### config.mk
export PLATFORM = sky130hd
export DESIGN_NAME = singly_linked_list_walker
export DESIGN_NICKNAME = d
export VERILOG_FILES = /design/src/rtl/ll_pkg.sv /design/src/rtl/singly_linked_list_walker.sv
export SDC_FILE = /design/constraint.sdc
export NUM_CORES = 1
export LEC_CHECK = 0
export BUFFER_PORTS_ARGS = -buffer_cell sky130_fd_sc_hd__buf_2
export CAP_MARGIN = 10
export CORE_MARGIN = 10
export CORE_UTILIZATION = 51
export CTS_CLUSTER_SIZE = 14
export DETAILED_ROUTE_END_ITERATION = 10
export PLACE_DENSITY = 0.78
export RECOVER_POWER = 50
export SLEW_MARGIN = 10
export SYNTH_ARGS = -nofsm -noshare
export SYNTH_HDL_FRONTEND = slang
export SYNTH_SLANG_ARGS = --single-unit
### constraint.sdc
create_clock -name clk -period 1.7 [get_ports clk]
set_input_delay 0.085 -clock clk [delete_from_list [all_inputs] [get_ports clk]]
set_output_delay 0.085 -clock clk [all_outputs]
set_load 0.005 [all_outputs]
### src/rtl/ll_pkg.sv
// Shared definitions for the linked-list block family: opcodes, null-pointer
// computation and the walker state encoding.
package ll_pkg;

  localparam logic [2:0] LL_OP_READ         = 3'b000;
  localparam logic [2:0] LL_OP_INSERT       = 3'b001;
  localparam logic [2:0] LL_OP_DELETE_VALUE = 3'b010;
  localparam logic [2:0] LL_OP_DELETE_ADDR  = 3'b011;
  // Index-addressed variants carry bit 2.
  localparam logic [2:0] LL_OP_READ_IDX     = 3'b100;
  localparam logic [2:0] LL_OP_INSERT_IDX   = 3'b101;
  localparam logic [2:0] LL_OP_DELETE_IDX   = 3'b110;

  function automatic int addr_null(input int max_node);
    return max_node + 1;
  endfunction

  typedef enum logic [2:0] {
    ST_IDLE,
    ST_REQ,
    ST_WAIT,
    ST_EMIT,
    ST_FIN
  } walker_state_e;

endpackage

### src/rtl/singly_linked_list_walker.sv
// Walks a singly linked list from its head, issuing one read per node and
// streaming each payload out as a valid/ready beat.
module singly_linked_list_walker
  import ll_pkg::*;
#(
  parameter int DATA_WIDTH = 8,
  parameter int MAX_NODE   = 8,
  localparam int ADDR_WIDTH = $clog2(MAX_NODE + 1)
) (
  input  logic                  clk,
  input  logic                  rst,
  input  logic                  start,
  output logic                  busy,
  output logic                  done,
  output logic                  err,
  output logic [ADDR_WIDTH-1:0] count,
  output logic [2:0]            ll_op,
  output logic [ADDR_WIDTH-1:0] ll_addr,
  output logic                  ll_op_start,
  input  logic                  ll_op_done,
  input  logic                  ll_fault,
  input  logic [DATA_WIDTH-1:0] ll_data_out,
  input  logic [ADDR_WIDTH-1:0] ll_next_node_addr,
  input  logic [ADDR_WIDTH-1:0] ll_head,
  input  logic [ADDR_WIDTH-1:0] ll_length,
  output logic                  m_valid,
  input  logic                  m_ready,
  output logic [DATA_WIDTH-1:0] m_data,
  output logic [ADDR_WIDTH-1:0] m_index,
  output logic                  m_last
);

  localparam logic [ADDR_WIDTH-1:0] ADDR_NULL = ADDR_WIDTH'(addr_null(MAX_NODE));
  localparam logic [ADDR_WIDTH-1:0] LAST_IDX  = ADDR_WIDTH'(MAX_NODE - 1);

  // Stream handshake: a beat transfers on a cycle where m_valid and m_ready are
  // both 1; m_data/m_index/m_last stay fixed from m_valid rising until then.
  walker_state_e         state_q, state_d;
  logic [ADDR_WIDTH-1:0] ptr_q, ptr_d;
  logic [ADDR_WIDTH-1:0] next_q, next_d;
  logic [ADDR_WIDTH-1:0] len_q, len_d;
  logic [ADDR_WIDTH-1:0] count_q, count_d;
  logic                  err_q, err_d;
  logic                  done_q, done_d;
  logic                  valid_q, valid_d;
  logic [DATA_WIDTH-1:0] data_q, data_d;
  logic [ADDR_WIDTH-1:0] index_q, index_d;
  logic                  last_q, last_d;
  logic                  op_start_q, op_start_d;
  logic [ADDR_WIDTH-1:0] addr_q, addr_d;

  logic [ADDR_WIDTH-1:0] count_inc;
  logic                  last_by_len;
  logic                  last_by_max;
  logic                  last_by_null;
  logic                  chain_short;

  assign count_inc    = count_q + 1'b1;
  assign last_by_len  = (count_inc == len_q);
  assign last_by_max  = (count_q == LAST_IDX);
  assign last_by_null = (ll_next_node_addr == ADDR_NULL);
  assign chain_short  = (count_inc < len_q);

  always_comb begin
    state_d    = state_q;
    ptr_d      = ptr_q;
    next_d     = next_q;
    len_d      = len_q;
    count_d    = count_q;
    err_d      = err_q;
    done_d     = 1'b0;
    valid_d    = valid_q;
    data_d     = data_q;
    index_d    = index_q;
    last_d     = last_q;
    op_start_d = op_start_q;
    addr_d     = addr_q;
    case (state_q)
      ST_IDLE: begin
        if (start) begin
          ptr_d   = ll_head;
          len_d   = ll_length;
          count_d = '0;
          err_d   = 1'b0;
          if (ll_length == '0) begin
            state_d = ST_FIN;
            done_d  = 1'b1;
          end else begin
            state_d = ST_REQ;
          end
        end
      end
      ST_REQ: begin
        op_start_d = 1'b1;
        addr_d     = ptr_q;
        state_d    = ST_WAIT;
      end
      ST_WAIT: begin
        if (ll_op_done) begin
          op_start_d = 1'b0;
          if (ll_fault) begin
            err_d   = 1'b1;
            state_d = ST_FIN;
            done_d  = 1'b1;
          end else begin
            data_d  = ll_data_out;
            next_d  = ll_next_node_addr;
            index_d = count_q;
            last_d  = last_by_len | last_by_max | last_by_null;
            // A null pointer before the advertised length means a broken chain.
            if (last_by_null && chain_short) err_d = 1'b1;
            valid_d = 1'b1;
            state_d = ST_EMIT;
          end
        end
      end
      ST_EMIT: begin
        if (m_ready) begin
          valid_d = 1'b0;
          count_d = count_inc;
          if (last_q) begin
            state_d = ST_FIN;
            done_d  = 1'b1;
          end else begin
            ptr_d   = next_q;
            state_d = ST_REQ;
          end
        end
      end
      ST_FIN: begin
        state_d = ST_IDLE;
      end
      default: begin
        state_d = ST_IDLE;
      end
    endcase
  end

  always_ff @(posedge clk) begin
    if (rst) begin
      state_q    <= ST_IDLE;
      ptr_q      <= ADDR_NULL;
      next_q     <= ADDR_NULL;
      len_q      <= '0;
      count_q    <= '0;
      err_q      <= 1'b0;
      done_q     <= 1'b0;
      valid_q    <= 1'b0;
      data_q     <= '0;
      index_q    <= '0;
      last_q     <= 1'b0;
      op_start_q <= 1'b0;
      addr_q     <= ADDR_NULL;
    end else begin
      state_q    <= state_d;
      ptr_q      <= ptr_d;
      next_q     <= next_d;
      len_q      <= len_d;
      count_q    <= count_d;
      err_q      <= err_d;
      done_q     <= done_d;
      valid_q    <= valid_d;
      data_q     <= data_d;
      index_q    <= index_d;
      last_q     <= last_d;
      op_start_q <= op_start_d;
      addr_q     <= addr_d;
    end
  end

  assign busy        = (state_q != ST_IDLE);
  assign done        = done_q;
  assign err         = err_q;
  assign count       = count_q;
  assign ll_op       = LL_OP_READ;
  assign ll_addr     = addr_q;
  assign ll_op_start = op_start_q;
  assign m_valid     = valid_q;
  assign m_data      = data_q;
  assign m_index     = index_q;
  assign m_last      = last_q;

endmodule

# After elaboration in Yosys (flattened, before gate mapping)
# Index checks and enable logic that the tools add are counted.
[classes]
reduce_logical = 16
n_eq_ne = 12
muxes = 32
n_addsub = 1
order_cmp = 1
n_bitwise = 3
[ops]
columns = ["cell", "n"]
rows = [
  ["two-way mux 4 bit", 5],
  ["two-way mux 3 bit", 6],
  ["one-hot mux 4 bit (2 select lines)", 2],
  ["two-way mux 1 bit", 14],
  ["one-hot mux 3 bit (4 select lines)", 1],
  ["AND reduction 4 bit", 3],
  ["!= test 2 bit, second input constant", 5],
  ["AND reduction 3 bit", 3],
  ["nonzero test 2 bit", 4],
  ["== test 3 x 2 -> 1 bit, second input constant", 2],
  ["one-hot mux 1 bit (2 select lines)", 3],
  ["adder 4 x 1 -> 4 bit, second input constant", 1],
  ["== test 4 x 3 -> 1 bit, second input constant", 1],
  ["== test 4 bit", 1],
  ["== test 4 bit, second input constant", 1],
  ["zero test 4 bit", 1],
  ["< comparator 4 bit", 1],
  ["AND reduction 2 bit", 2],
  ["== test 3 x 1 -> 1 bit, second input constant", 1],
  ["zero test 3 bit", 1],
  ["!= test 3 bit, second input constant", 1],
  ["one-hot mux 1 bit (3 select lines)", 1],
  ["nonzero test 3 bit", 1],
  ["bitwise OR 1 bit", 2],
  ["2 further kinds", 2],
]
[word_totals]
output_inout_bits = 29
wordCells = 78
in_bits = 26
regBits = 40

# Logic depth before layout (Yosys ltp)
# Gate-level depths: netlist of the first run.
[depth]
depth_word = 7
depth_mapped = 7
mapped_depth_nobuf = 7

# Least setup slack after synthesis of the first run
# Ideal clock, no wire load.
[synth_path]
path_type = "register -> register"
start = "register count_q[0] (netlist: count[0])"
end = "register err_q (netlist: err)"
synth_period_minus_slack_ns = 1.592
stages_incl_launch_ff = 7
slack_ns = 0.108
path_buffers = 0
t_required_ns = 1.614
setup_ns = 0.086
arrival_ns = 1.507
path_cell_list = "dfxtp_1 -> ha_1 -> ha_1 -> nor2b_1 -> o211ai_1 -> nand3_1 -> a211oi_1"
[synth_between]
elab_chain_len = 5
[synth_lines]
columns = ["element", "line_no", "source"]
rows = [
  ["from (decl)", "singly_linked_list_walker.sv:42", "logic [ADDR_WIDTH-1:0] count_q, count_d;"],
  ["from (signal assigned)", "singly_linked_list_walker.sv:159", "count_q <= count_d;"],
  ["adder 4 x 1 -> 4 bit", "singly_linked_list_walker.sv:58", "assign count_inc = count_q + 1'b1;"],
  ["< comparator 4 bit", "singly_linked_list_walker.sv:62", "assign chain_short = (count_inc < len_q);"],
  ["logical AND 1 bit", "singly_linked_list_walker.sv:111", "if (last_by_null && chain_short) err_d = 1'b1;"],
  ["!= test 3 bit (no source line)", "--", ""],
  ["AND reduction 4 bit (no source line)", "--", ""],
  ["to (signal assigned)", "singly_linked_list_walker.sv:160", "err_q <= err_d;"],
  ["to (decl)", "singly_linked_list_walker.sv:43", "logic err_q, err_d;"],
]
# Every way passes these cells.
# A chain may end at the register's enable or synchronous reset.

# Worst setup path in the final report of the first run
[layout_path]
start = "register count_q[1] (netlist: count[1])"
end = "register err_q (netlist: err)"
# The elaborated chain is that of the path after synthesis.

==> results.ini, run 1 <==
[run_status]
status=completed

[power_and_ir_drop]
peakVddDrop_uv=696.2
power.internal_mw=1.518
power.total_mw=2.245
power.density_mw_per_mm2=934.6
power_leakage_nw=0.9752
p_seq_share_pct=47.7
p_clk_share_pct=23.4
power_frac_comb_pct=29.0
switchingPower_mw=0.7268
sw_frac_of_total_pct=32.37

[die]
coreArea_mm2=0.003416
initial_core_util_pct=54.21
die_h_um=80.26
die_w_um=80.26
rows=21
ios=55
dieArea_mm2=0.006441

[sta]
period_minus_slack_ps=1582
finalMaxSlewViolations=0
rsz0062_at_grt=no
setup_ws_ps=118.0
timing.final.crit_share_pct=93.06
tightest_slew_ps=601.5
tns_ps=0
setup_viol=0
hold_violations=0
slew_headroom_pct=59.77
fmax_ghz=0.6321
worst_clock_skew_ps=12.46
fin_hold_ws_ps=57.08

[critical_path]
slowest_delay_ps=380
reg2reg_from=count[1]
critPathCaptureType=register
path_depth=6
cp_top_family=adder cells
critical_path.startpoint=count[1]
path_common_cell=ha_4
arrival_ps=1860
r2r-end=err
worstPathCellList=ha_4, ha_4, nor2b_1, o211ai_1, nand3_1, a211oi_2
worstSetupStartpointType=register
crit_type=reg2reg
reg2reg_slack_ps=120
crit_end=err
cp.required_ps=1980
cpMaxStageDelayCell=dfxtp_4
cp_max_fo=5
ff2ff_path_depth=6
crit_buf_inv=0

[placement]
portBuffers=51
placed_cells=310
place.gp.congestion=0.8513
post-place-ws_ps=18.96
hpwlAfterDp_um=3300
placed_area_mm2=0.002138

[yosys]
syn_inst=218
syn_avg_cell_area_um2=8.494
synth_cell_types=45
synth_top_area_share_pct=43.24
ys_warn_count=0
synth_top_area_cell=dfxtp_1
synth_area_mm2=0.001852
ys_ff_latch=40
synthTopCellsByArea=dfxtp_1 43%, a21oi_1 7.6%, nand2_1 7.3%
yosysSeqAreaShare_pct=43.24

[grt]
grt_overflow_total=0
grt_use_total_pct=15.53
grt_max_degree=25
antenna_found_initial=0
grt_pass1_vias=1840
grt_pass1_wl_um=8121

[clock_network]
clkTransAtPathRegs_ps=120
root_buffer=clkbuf_4
htreeDepth=2
cts_max_path_buffers=2
clkLatencyLatePin_ps=360
tritoncts=yes
cts_sinks=40
cts_buffers=5

[run]
maxCapViolCount=0

[finish]
final_area_mm2=0.002402
fill_cells=289
seq_area_um2=808.3
final_cell_count_no_fill=337
finalCoreUtilization_pct=70.33
drive_above_1_share_pct=21.72
multi_input_area_um2=963.4
nNetsFinal=320
synthToLayoutAreaGrowth_pct=29.73

[route]
route.detailed.drc=0
ant_nets=0
wl_per_cell_um=14.63
vias_per_cell=5.273
num_vias=1777
postRouteWirelength_um=4930
drtPass1Iterations=4
drt_iter0_markers=137

[hold_path]
min_path_type=in2reg

## cells in the final DEF (no fill, tap or decap), types with 3 or more instances in the layout
master,n
nor2b_1,3
nand2_1,36
dfxtp_1,38
buf_4,8
nand3b_1,5
inv_1,6
clkbuf_1,19
nor2_1,24
mux2i_1,5
a31oi_1,3
dlygate4sd3_1,18
buf_2,33
clkbuf_4,5
nor3_1,7
a21oi_1,28
ha_1,3
a211oi_1,3
conb_1,3
nand3_1,4
## area by class of cell
type / count / area share (%)
multi-input cells: 157 / 40.10
flip-flops and latches: 40 / 33.65
clock inverters: 2 / 0.6250
repair buffers: 79 / 20.05
diodes: 1 / 0.1042
inverters: 6 / 0.9375
clock buffers: 6 / 2.135
well taps: 46 / 2.396
## routing by layer
metal / up-vias / global-route usage (%) / wire, µm
met5: - / 0 / 0
met4: 0 / 6.690 / 71
met3: 11 / 5.457 / 310
met2: 47 / 26.65 / 2509
met1: 830 / 16.87 / 2039
li1: 889 / - / -
## worst min-delay path: stages
cell and delay, ps:
buf_2 100, mux2i_1 120, a211oi_1 80
## power groups by stage
stage	Combinational, mW	Sequential (mW)	Clock [mW]
after global placement	0.605	1.09	0
after detailed placement	0.617	1.09	0
after CTS	0.655	1.07	0.531
after floorplan	0.451	1.09	0
after global routing	0.730	1.08	0.577
final	0.650	1.07	0.525
## cell families (layout without fill, tap and decap cells)
| family | count (synthesis) | count (layout) | share of synthesized area [%] |
|---|---|---|---|
| flip-flops | 40 | 40 | 43.24 |
| XOR/XNOR | 2 | 2 | 0.9461 |
| AO/OA/AOI/OAI | 46 | 46 | 15.41 |
| adder cells (fa/ha/maj) | 5 | 5 | 3.378 |
| buffers and inverters | 23 | 93 | 7.094 |
| multiplexers | 6 | 6 | 3.311 |
| AND/OR/NAND/NOR | 95 | 95 | 26.42 |
| other | 1 | 4 | 0.2025 |
## how the worst min path moves through the flow
stage,startpoint,end,slack (ps),cells past startpoint
finish,ll_head[2],ptr_q[2],60,3
detailed placement,ll_next_node_addr[3],next_q[3],320,3
global route,ll_head[1],ptr_q[1],70,3
floorplan,ll_next_node_addr[3],next_q[3],210,2
CTS,ll_head[2],ptr_q[2],70,3
global placement,ll_next_node_addr[0],next_q[0],310,3
## cells in the mapped netlist (all sizes together)
cell type and n:
nand4b 1, nand3 4, or3b 1, and4b 1, nor4b 1, clkbuf 6, inv 6, o21ai 2
o311ai 1, o32ai 1, dfxtp 40, buf 11, nor2b 3, a22oi 2, nor3b 2, mux2 1
mux2i 5, nand4bb 1, o211ai 1, and3 1, conb 1, a21oi 29, xor2 1, a211o 2
or3 2, a211oi 5, nand3b 5, a31oi 3, nor2 24, xnor2 1, nand4 1, nor3 8
ha 5, nor4 1, nand2 36, nand2b 3
## what timing repair did
item                                    CTS  global route
pin swaps                                 0             2
hold buffers                             18             0
resized for setup                         3             6
hold endpoints to repair                 18             0
buffers inserted                          0             0
endpoints found under the setup margin    1            18
## flip-flops by register name, indices dropped and copies added, names as in the netlist, 3 cells and up
signal and flops:
ll_addr 4, m_data 8, count 4, state_q 3, m_index 4, len_q 4, ptr_q 4, next_q 4
Power figures use the tool's default switching activity.
==> inputs of run 2 (changes only) <==
--- a/config.mk
+++ b/config.mk
@@ -5,13 +5,13 @@
 export SDC_FILE = /design/constraint.sdc
 export NUM_CORES = 1
 export LEC_CHECK = 0
-export BUFFER_PORTS_ARGS = -buffer_cell sky130_fd_sc_hd__buf_2
+export BUFFER_PORTS_ARGS = -buffer_cell sky130_fd_sc_hd__buf_4
 export CAP_MARGIN = 10
 export CORE_MARGIN = 10
-export CORE_UTILIZATION = 51
+export CORE_UTILIZATION = 46
 export CTS_CLUSTER_SIZE = 14
 export DETAILED_ROUTE_END_ITERATION = 10
-export PLACE_DENSITY = 0.78
+export PLACE_DENSITY = 0.74
 export RECOVER_POWER = 50
 export SLEW_MARGIN = 10
 export SYNTH_ARGS = -nofsm -noshare
==> constraint.sdc (replaced) <==
create_clock -name clk -period 1.4 [get_ports clk]
set_input_delay 0.07 -clock clk [delete_from_list [all_inputs] [get_ports clk]]
set_output_delay 0.07 -clock clk [all_outputs]
set_load 0.005 [all_outputs]
==> run 2 against run 1 <==
Compared with the run above: worst setup slack got worse by 170 ps; cell area increased by 11%; critical path depth unchanged; via count decreased by 2.8%; sequential power increased by 26%; sequential share of layout area decreased by 3.1 points; the flow now finishes with violations (negative setup slack); count of clock-buffer cells in the layout unchanged; die area increased by 8.1%; cell count increased by 1.5%; total power increased by 49%; global-route usage decreased by 2.2 points; combinational power increased by 49%.
==> results.ini, run 2 (synthesis gave the netlist of run 1 again) <==
[route]
wl_per_cell_um=13.98  ; was 14.63 µm
drtPass1Iterations=4  ; unchanged
vias_per_cell=5.053  ; was 5.273
drt_iter0_markers=62  ; was 137
num_vias=1728  ; was 1777
postRouteWirelength_um=4780  ; was 4930 µm
ant_nets=0  ; unchanged
route.detailed.drc=0  ; unchanged

[finish]
final_cell_mix=55 x buf_4, 36 x nand2_1, 36 x dfxtp_1  ; was 38 x dfxtp_1, 36 x nand2_1, 33 x buf_2
largest_reg_flops=8  ; unchanged
final_common_cell=buf_4  ; was dfxtp_1
finalCoreUtilization_pct=67.57  ; was 70.33%
synthToLayoutAreaGrowth_pct=43.85  ; was 29.73%
antenna_cells=0  ; was 1
nNetsFinal=323  ; was 320
drive_above_1_share_pct=37.33  ; was 21.72%
final_area_mm2=0.002664  ; was 0.002402 mm²

[clock_network]
root_buffer=clkbuf_8  ; was clkbuf_4
clkTransAtPathRegs_ps=70  ; was 120 ps
cts_sinks=40  ; unchanged
htreeDepth=2  ; unchanged
tritoncts=yes  ; unchanged
cts_buffers=5  ; unchanged
cts_max_path_buffers=2  ; unchanged
clkLatencyLatePin_ps=290  ; was 360 ps

[critical_path]
cp_max_fo=3  ; was 5
worstSetupStartpointType=register  ; unchanged
path_common_cell=ha_4  ; unchanged
cp.required_ps=1610  ; was 1980 ps
critPathCaptureType=register  ; unchanged
ff2ff_path_depth=6  ; unchanged
crit_type=reg2reg  ; unchanged
r2r-end=err  ; unchanged
reg2reg_from=count[0]  ; was count[1]
slowest_delay_ps=360  ; was 380 ps
arrival_ps=1670  ; was 1860 ps
reg2reg_slack_ps=-50  ; was 120 ps
cpMaxStageDelayCell=dfxtp_4  ; unchanged
cp_top_family=adder cells  ; unchanged
worstPathCellList=ha_4, ha_4, nor2b_1, o211ai_1, nand3_1, a211oi_2  ; unchanged
crit_buf_inv=0  ; unchanged

[die]
ios=55  ; unchanged
dieArea_mm2=0.006963  ; was 0.006441 mm²
coreArea_mm2=0.003943  ; was 0.003416 mm²
rows=23  ; was 21
die_w_um=83.45  ; was 80.26 µm
initial_core_util_pct=46.97  ; was 54.21%
die_h_um=83.45  ; was 80.26 µm

[grt]
grt_pass1_wl_um=7803  ; was 8121 µm
grt_max_degree=24  ; was 25
grt_pass1_vias=1697  ; was 1840
grt_overflow_total=0  ; unchanged
antenna_found_initial=0  ; unchanged
grt_use_total_pct=13.35  ; was 15.53%

[sta]
worst_clock_skew_ps=7.766  ; was 12.46 ps
period_minus_slack_ps=1453  ; was 1582 ps
fmax_ghz=0.6884  ; was 0.6321 GHz
tns_ps=-108.2  ; was 0 ps
rsz0062_at_grt=yes  ; was no
setup_viol=4  ; was 0
fin_hold_ws_ps=6.943  ; was 57.08 ps
setup_ws_ps=-52.62  ; was 118.0 ps
timing.final.crit_share_pct=103.8  ; was 93.06%
hold_violations=0  ; unchanged
finalMaxSlewViolations=0  ; unchanged

[placement]
placed_area_mm2=0.002439  ; was 0.002138 mm²
portBuffers=51  ; unchanged
hpwlAfterDp_um=3597  ; was 3300 µm
place.gp.congestion=0.7838  ; was 0.8513

[power_and_ir_drop]
power_leakage_nw=1.137  ; was 0.9752 nW
power.density_mw_per_mm2=1252  ; was 934.6 mW/mm²
peakVddDrop_uv=791.3  ; was 696.2 µV

[run]
maxCapViolCount=0  ; unchanged

[hold_path]
min_path_cells=3  ; unchanged
worstHoldStart=ll_next_node_addr[3]  ; was ll_head[2]
worstHoldEndpoint=next_q[3]  ; was ptr_q[2]
min_path_type=in2reg  ; unchanged

[run_status]
failed_checks=negative setup slack
status=finished, violations left  ; was completed

run 2: worst reg2reg max path, stage by stage, from the launching register on:
cell and delay [ps]:
dfxtp_4 360, ha_4 270, ha_4 190, nor2b_1 120
o211ai_1 150, nand3_1 110, a211oi_2 170
run 2: cell type report:
class,instances,area [µm²]
tap,50,62.56
inverter,6,22.52
clock buffer,6,93.84
fill,318,1279
clock inverter,1,30.03
sequential,40,813.3
multi-input combinational,157,999.7
timing repair buffer,82,641.9
run 2: repair_timing:
item	in CTS	in global routing
setup buffers	3	3
pin swaps	7	8
endpoints found under the hold margin	1	0
hold buffers	1	0
resized for setup	9	10
endpoints found under the setup margin	26	28
run 2: per-stage QoR:
stage	std cells	power (mW)	worst slack [ps]
2_1_floorplan	220	1.874	-32.27
6_report	342	3.336	-52.62
4_1_cts	339	3.294	-76.35
5_1_grt	342	3.520	-104.3
3_5_place_dp	329	2.242	-95.72
3_3_place_gp	329	2.215	-27.15
run 2: worst max path at each step:
stage / start / endpoint / cells after the start
floorplan: count[2] / err / 6
global placement: state_q[1] / ptr_q[1] / 5
detailed placement: state_q[1] / ptr_q[1] / 5
CTS: state_q[2] / busy / 4
global route: count[0] / err / 6
finish: count[0] / err / 6
run 2: report_power, final:
| part | internal (mW) | leakage [nW] | switching (mW) |
|---|---|---|---|
| sequential | 1.25 | 0.328 | 0.0914 |
| combinational | 0.544 | 0.747 | 0.426 |
| clock | 0.630 | 0.0624 | 0.391 |
| total | 2.43 | 1.14 | 0.909 |
run 2: routing by layer:
| metal | routed length (µm) | vias to the layer above | share of wire [%] | GRT usage, % |
|---|---|---|---|---|
| li1 | - | 886 | - | - |
| met1 | 1905 | 796 | 40 | 14.32 |
| met2 | 2543 | 41 | 53 | 23.38 |
| met3 | 276 | 5 | 5.8 | 4.785 |
| met4 | 55 | 0 | 1.2 | 5.023 |
| met5 | 0 | - | 0 | 0 |
